## config.mk

```make
export PLATFORM = sky130hd
export DESIGN_NAME = coin_acceptor
export DESIGN_NICKNAME = d
export VERILOG_FILES = /design/src/rtl/vending_pkg.sv /design/src/rtl/coin_debounce.sv /design/src/rtl/coin_acceptor.sv
export SDC_FILE = /design/constraint.sdc
export NUM_CORES = 1
export LEC_CHECK = 0
export CAP_MARGIN = 20
export CORE_MARGIN = 2
export CORE_UTILIZATION = 53
export CTS_CLUSTER_DIAMETER = 200
export DETAILED_ROUTE_END_ITERATION = 8
export GPL_TIMING_DRIVEN = 0
export PLACE_DENSITY = 0.72
export REMOVE_ABC_BUFFERS = 1
export SLEW_MARGIN = 5
export SYNTH_ARGS = -nofsm -noshare
export SYNTH_HDL_FRONTEND = slang
export SYNTH_SLANG_ARGS = --single-unit
```

## constraint.sdc

```tcl
create_clock -name clk -period 4.18 [get_ports clk]
set_clock_uncertainty 0.1 [all_clocks]
set_input_delay 0.836 -clock clk [delete_from_list [all_inputs] [get_ports clk]]
set_output_delay 0.836 -clock clk [all_outputs]
set_load 0.02 [all_outputs]
```

## src/rtl/vending_pkg.sv

```systemverilog
// Shared vending-machine definitions: coin codes, debounce states and
// saturating counter helpers.
package vending_pkg;

    localparam logic [1:0] COIN_NONE = 2'b00;
    localparam logic [1:0] COIN_5    = 2'b01;
    localparam logic [1:0] COIN_10   = 2'b10;

    typedef enum logic [1:0] {
        IDLE = 2'b00,
        QUAL = 2'b01,
        HOLD = 2'b10,
        REL  = 2'b11
    } db_state_t;

    function automatic logic [15:0] sat_inc16(input logic [15:0] v);
        return (v == 16'hFFFF) ? v : v + 16'd1;
    endfunction

    function automatic logic [7:0] sat_inc8(input logic [7:0] v);
        return (v == 8'hFF) ? v : v + 8'd1;
    endfunction

endpackage

```

## src/rtl/coin_debounce.sv

```systemverilog
// One coin-sensor channel: 2-flop synchroniser, press/release debounce FSM,
// and a one-cycle o_event strobe marking the edge at which a press qualifies.
module coin_debounce
    import vending_pkg::*;
#(
    parameter int DEBOUNCE_CYCLES = 16
) (
    input  logic clk,
    input  logic reset,
    input  logic i_raw,
    output logic o_event
);

    localparam logic [7:0] CNT_LAST = 8'(DEBOUNCE_CYCLES - 1);

    logic      r_sync1;
    logic      r_sync2;
    db_state_t r_state;
    logic [7:0] r_cnt;

    // Strobe is valid at the same edge the FSM moves QUAL -> HOLD, so the
    // arbiter can push the coin on that edge.
    assign o_event = (r_state == QUAL) && r_sync2 && (r_cnt == CNT_LAST);

    always_ff @(posedge clk) begin
        if (reset) begin
            r_sync1 <= 1'b0;
            r_sync2 <= 1'b0;
        end else begin
            r_sync1 <= i_raw;
            r_sync2 <= r_sync1;
        end
    end

    always_ff @(posedge clk) begin
        if (reset) begin
            r_state <= IDLE;
            r_cnt   <= 8'd0;
        end else begin
            case (r_state)
                IDLE: begin
                    if (r_sync2) begin
                        r_cnt   <= 8'd1;
                        r_state <= QUAL;
                    end
                end
                QUAL: begin
                    if (!r_sync2) begin
                        r_state <= IDLE;
                    end else begin
                        r_cnt <= r_cnt + 8'd1;
                        if (r_cnt == CNT_LAST) r_state <= HOLD;
                    end
                end
                HOLD: begin
                    if (!r_sync2) begin
                        r_cnt   <= 8'd1;
                        r_state <= REL;
                    end
                end
                REL: begin
                    if (r_sync2) begin
                        r_state <= HOLD;
                    end else begin
                        r_cnt <= r_cnt + 8'd1;
                        if (r_cnt == CNT_LAST) r_state <= IDLE;
                    end
                end
                default: begin
                    r_state <= IDLE;
                    r_cnt   <= 8'd0;
                end
            endcase
        end
    end

endmodule

```

## src/rtl/coin_acceptor.sv

```systemverilog
// Coin acceptor front end: two debounced sensor channels, arbitration, coin
// FIFO and registered coin/reject outputs. COIN_ACCEPTOR_STATS_EN adds counters.
module coin_acceptor
    import vending_pkg::*;
#(
    parameter int DEBOUNCE_CYCLES = 16,
    parameter int FIFO_DEPTH      = 4
) (
    input  logic                         clk,
    input  logic                         reset,
    input  logic                         nickel_raw,
    input  logic                         dime_raw,
    input  logic                         coin_ready,
    output logic [1:0]                   coin,
    output logic                         coin_return,
    output logic [$clog2(FIFO_DEPTH):0]  fifo_level
`ifdef COIN_ACCEPTOR_STATS_EN
    ,
    output logic [15:0]                  accepted_cnt,
    output logic [7:0]                   rejected_cnt
`endif
);

    localparam int AW = $clog2(FIFO_DEPTH);
    localparam logic [AW:0] LVL_ONE = {{AW{1'b0}}, 1'b1};

    logic w_nickel_ev;
    logic w_dime_ev;

    coin_debounce #(.DEBOUNCE_CYCLES(DEBOUNCE_CYCLES)) u_nickel (
        .clk     (clk),
        .reset   (reset),
        .i_raw   (nickel_raw),
        .o_event (w_nickel_ev)
    );

    coin_debounce #(.DEBOUNCE_CYCLES(DEBOUNCE_CYCLES)) u_dime (
        .clk     (clk),
        .reset   (reset),
        .i_raw   (dime_raw),
        .o_event (w_dime_ev)
    );

    logic [1:0]  r_mem [FIFO_DEPTH];
    logic [AW:0] r_wr_ptr;
    logic [AW:0] r_rd_ptr;
    logic [AW:0] r_level;
    logic [1:0]  r_coin;
    logic        r_return;

    logic        w_empty;
    logic        w_full;
    logic        w_pop;
    logic        w_push_req;
    logic        w_push;
    logic        w_reject;
    logic [1:0]  w_push_code;

    assign w_empty = (r_wr_ptr == r_rd_ptr);
    assign w_full  = (r_wr_ptr[AW] != r_rd_ptr[AW]) &&
                     (r_wr_ptr[AW-1:0] == r_rd_ptr[AW-1:0]);

    // A full FIFO still takes a push when the same edge pops the head.
    always_comb begin
        w_pop       = coin_ready && !w_empty;
        w_push_req  = w_nickel_ev ^ w_dime_ev;
        w_push_code = w_nickel_ev ? COIN_5 : COIN_10;
        w_push      = w_push_req && (!w_full || w_pop);
        w_reject    = (w_nickel_ev && w_dime_ev) || (w_push_req && w_full && !w_pop);
    end

    always_ff @(posedge clk) begin
        if (w_push) begin
            r_mem[r_wr_ptr[AW-1:0]] <= w_push_code;
        end else begin
            r_mem[r_wr_ptr[AW-1:0]] <= r_mem[r_wr_ptr[AW-1:0]];
        end
    end

    always_ff @(posedge clk) begin
        if (reset) begin
            r_wr_ptr <= '0;
            r_rd_ptr <= '0;
            r_level  <= '0;
            r_coin   <= COIN_NONE;
            r_return <= 1'b0;
        end else begin
            if (w_push) r_wr_ptr <= r_wr_ptr + LVL_ONE;
            if (w_pop)  r_rd_ptr <= r_rd_ptr + LVL_ONE;
            case ({w_push, w_pop})
                2'b10:   r_level <= r_level + LVL_ONE;
                2'b01:   r_level <= r_level - LVL_ONE;
                default: r_level <= r_level;
            endcase
            r_coin   <= w_pop ? r_mem[r_rd_ptr[AW-1:0]] : COIN_NONE;
            r_return <= w_reject;
        end
    end

    assign coin        = r_coin;
    assign coin_return = r_return;
    assign fifo_level  = r_level;

`ifdef COIN_ACCEPTOR_STATS_EN
    logic [15:0] r_accepted;
    logic [7:0]  r_rejected;

    always_ff @(posedge clk) begin
        if (reset) begin
            r_accepted <= 16'd0;
            r_rejected <= 8'd0;
        end else begin
            if (w_push)   r_accepted <= sat_inc16(r_accepted);
            if (w_reject) r_rejected <= sat_inc8(r_rejected);
        end
    end

    assign accepted_cnt = r_accepted;
    assign rejected_cnt = r_rejected;
`endif

endmodule

```

==> summary.md <==
| Metric | Value |
|---|---|
| Initial Utilization | `between 50 and 60%` |
| Crit. End Element | `flop` |
| Number of CTS-inserted buffers | `5` |
| Status | `complete, no violations` |
| Total gr overflow | `0` |
| Most common cell in the netlist | `dfxtp_1` |
| Die width | `roughly 65 um` |
| MaxCap Viol Count | `0` |
| CTS Sinks | `44` |
| Share of layout cells above drive strength 1 | `between 7 and 8%` |
| Fmax | `~320 MHz` |
| Core area | `about 3600 um2` |
| Number of setup buffers added after CTS | `0` |
| First-pass DRT Iterations | `4` |
| PostCTS Resize Cnt | `0` |
| Final min period | `3.14 ns` |
| Seq/Total Area, Yosys | `between 40% and 50%` |
| RSZ-0062 raised after global routing | `no` |
| Ant diodes | `0` |
| Cells after synthesis | `roughly 190` |
| Rows | `22` |
| Routability Congestion | `between 0.8 and 0.9` |
| Iter 0 DRT Violations | `47` |
| #FFs+latches synth | `44` |
| Die Area | `4250 um2` |
| Worst-skew pair later-pin latency | `0.29 ns` |
| PwrDens | `between 300 and 400 nW/um2` |
| ANT nets after route | `0` |
| Synth top cells by count | `dfxtp_1 (36), nor2_1 (32), xor2_1 (16)` |
| Final setup viols | `0` |
| Htree depth | `2` |
| Post-synth top area share | `36.3%` |
| Ys async rst share | `0%` |
| Worst-path clk slew | `~0.08 ns` |
| Cell variety after synth | `38` |
| Main area contributors after synthesis | `dfxtp_1 (36%), edfxtp_1 (12%), xor2_1 (7.1%), nor2_1 (6.1%), ha_1 (5.0%)` |
| Drt drc | `0` |
| Worst Path Arrival | `about 3.2 ns` |
| I/O pin total | `11` |
| CP Max Fanout | `8` |
| Post-CTS Hold Fix Bufs | `0` |
| Final Hold Fails | `0` |
| Syn-to-layout area delta | `12.7%` |
| Avg WL per Cell | `between 10 and 15 um` |
| Final slew viol count | `0` |
| CP required | `roughly 4.3 ns` |
| Mapped cell area | `~2000 um2` |
| CTS tree | `yes` |
| Synth warnings | `0` |
| LEAKAGE | `approximately 0.84 nW` |
| Final period utilization | `between 70 and 80%` |
| Initial antenna violation count | `0` |
| Peak VDD IR | `0.236 mV` |
| Startpoint types | `flop` |
| Syn Area/Cell | `just over 10 um2` |
| Post-route setup TNS | `0 ns` |
| Utilization after layout | `between 60% and 70%` |
| Nets@finish | `217` |
| Fillers | `around 310` |
| Slew headroom | `about two fifths` |
| Routed WL | `3140 um` |
| Clock root buffer | `clkbuf_8` |
| HPWL after detailed placement | `between 2000 and 2500 um` |
| Most common flop cell mapped by yosys | `dfxtp_1` |
| Critical path class | `reg -> reg` |
| Vias per cell | `approximately 5.3` |
| Largest net degree at the start of global routing | `27` |
| Port Buffers | `10` |
| Slew @ Worst Pin | `slightly above 0.9 ns` |
| Max Root-Sink Buffers | `2` |
| Post-synth top area cell | `dfxtp_1` |
| GRT Total Usage | `between 10% and 20%` |
| Die H | `about 65 um` |
| Routed via count | `1329` |
| Hold Path Class | `reg -> reg` |
| First-pass GRT wire length | `5570 um` |
| Post-synth EDFFs | `8` |
| Number of global-route vias before repair | `1347` |
-- registers in the layout, indices dropped and copies added (netlist names), named ones only --
signal            cells
u_dime.r_sync1        1
r_mem                 8
fifo_level            3
r_rd_ptr              3
u_nickel.r_sync2      1
coin                  2
r_wr_ptr              3
u_dime.r_cnt          8
u_nickel.r_sync1      1
u_dime.r_state        1
u_nickel.r_state      1
coin_return           1
u_nickel.r_cnt        8
u_dime.r_sync2        1
-- worst max-delay path, stage by stage, from the launching register on --
cell      delay, ns
dfxtp_1        0.35
or4_1          0.51
nor2_1         0.25
nand3b_1       0.19
inv_1          0.19
ha_1           0.35
nor2_1         0.11
fa_1           0.42
nor3_2         0.17
a31oi_1        0.06
mux2_1         0.32
-- cell usage in the layout (no fill, tap or decap) --
| master | netlist | layout |
|---|---|---|
| a21oi_1 | 4 | 4 |
| a31o_2 | 1 | 1 |
| a31oi_1 | 3 | 3 |
| and3_1 | 3 | 3 |
| and3b_1 | 1 | 1 |
| clkbuf_16 | 0 | 1 |
| clkbuf_8 | 0 | 7 |
| clkdlybuf4s50_1 | 0 | 10 |
| dfxtp_1 | 36 | 36 |
| edfxtp_1 | 8 | 8 |
| fa_1 | 1 | 1 |
| ha_1 | 8 | 8 |
| inv_1 | 9 | 9 |
| mux2_1 | 1 | 1 |
| mux2i_1 | 4 | 4 |
| mux4_1 | 2 | 2 |
| nand2_1 | 10 | 10 |
| nand3_1 | 5 | 5 |
| nand3b_1 | 1 | 1 |
| nand4_1 | 9 | 9 |
| nor2_1 | 32 | 32 |
| nor2_2 | 1 | 1 |
| nor2b_1 | 5 | 5 |
| nor3_1 | 2 | 2 |
| nor3_2 | 1 | 1 |
| nor3b_1 | 2 | 2 |
| o211ai_1 | 1 | 1 |
| o211ai_2 | 1 | 1 |
| o21ai_0 | 2 | 2 |
| o21ai_1 | 1 | 1 |
| o21bai_1 | 3 | 3 |
| o41ai_4 | 1 | 1 |
| or3_1 | 1 | 1 |
| or4_1 | 2 | 2 |
| xnor2_1 | 7 | 7 |
| xnor2_2 | 1 | 1 |
| xor2_1 | 16 | 16 |
| xor2_2 | 1 | 1 |
-- worst paths after layout --
path,from,to,slack (ns),cells after the start
max,u_nickel.r_cnt[5]$_SDFFE_PP0P_,fifo_level[2]$_SDFFE_PP0P_,1.04,10
min,u_dime.r_sync1$_SDFF_PP0_,u_dime.r_sync2$_SDFF_PP0_,0.34,1
max reg2reg,u_nickel.r_cnt[5]$_SDFFE_PP0P_,fifo_level[2]$_SDFFE_PP0P_,1.04,10
min reg2reg,u_dime.r_sync1$_SDFF_PP0_,u_dime.r_sync2$_SDFF_PP0_,0.34,1
-- metrics by stage --
step	hold WS [ns]	instance area [um2]	setup WS [ns]	total power [mW]	instances
after global routing	0.367	2230	0.760	0.808	252
after floorplan	0.314	1950	1.39	0.453	186
after CTS	0.341	2230	1.00	0.786	252
after global placement	0.324	2110	1.12	0.462	244
after detailed placement	0.322	2110	1.01	0.464	244
final	0.339	2230	1.04	0.777	252
-- cell families after synthesis --
| group | after synthesis | share of synthesized area [%] |
|---|---|---|
| compound gates | 17 | 6.69 |
| xor+xnor | 25 | 11.8 |
| fa+ha+maj | 9 | 6.06 |
| buf+inv | 14 | 3.22 |
| flops | 44 | 48.5 |
| mux | 7 | 5.24 |
| simple gates | 75 | 18.5 |
-- layer usage --
layer  track usage [%]  vias to the layer above  share of wire [%]
li1                  -                      681                  -
met1              19.5                      619                 44
met2              29.7                       20                 50
met3              4.11                        9                3.7
met4              9.38                        0                2.3
met5                 0                        -                  0
-- power breakdown --
| group | leakage (nW) | total, mW | switching (mW) | internal, mW |
|---|---|---|---|---|
| clock | 0.0627 | 0.323 | 0.137 | 0.187 |
| combinational | 0.441 | 0.0181 | 0.0110 | 0.00711 |
| sequential | 0.341 | 0.435 | 0.00262 | 0.433 |
| total | 0.845 | 0.777 | 0.150 | 0.627 |
-- area by class of cell --
cell class / instances / area (um2) / share of cell area, %
Sequential cell: 44 / 961 / 43.0
Multi-Input combinational cell: 133 / 958 / 42.9
Clock buffer: 8 / 121 / 5.43
Timing Repair Buffer: 10 / 100 / 4.48
Tap cell: 48 / 60.1 / 2.69
Inverter: 9 / 33.8 / 1.51
(Power assumes the default switching activity.)
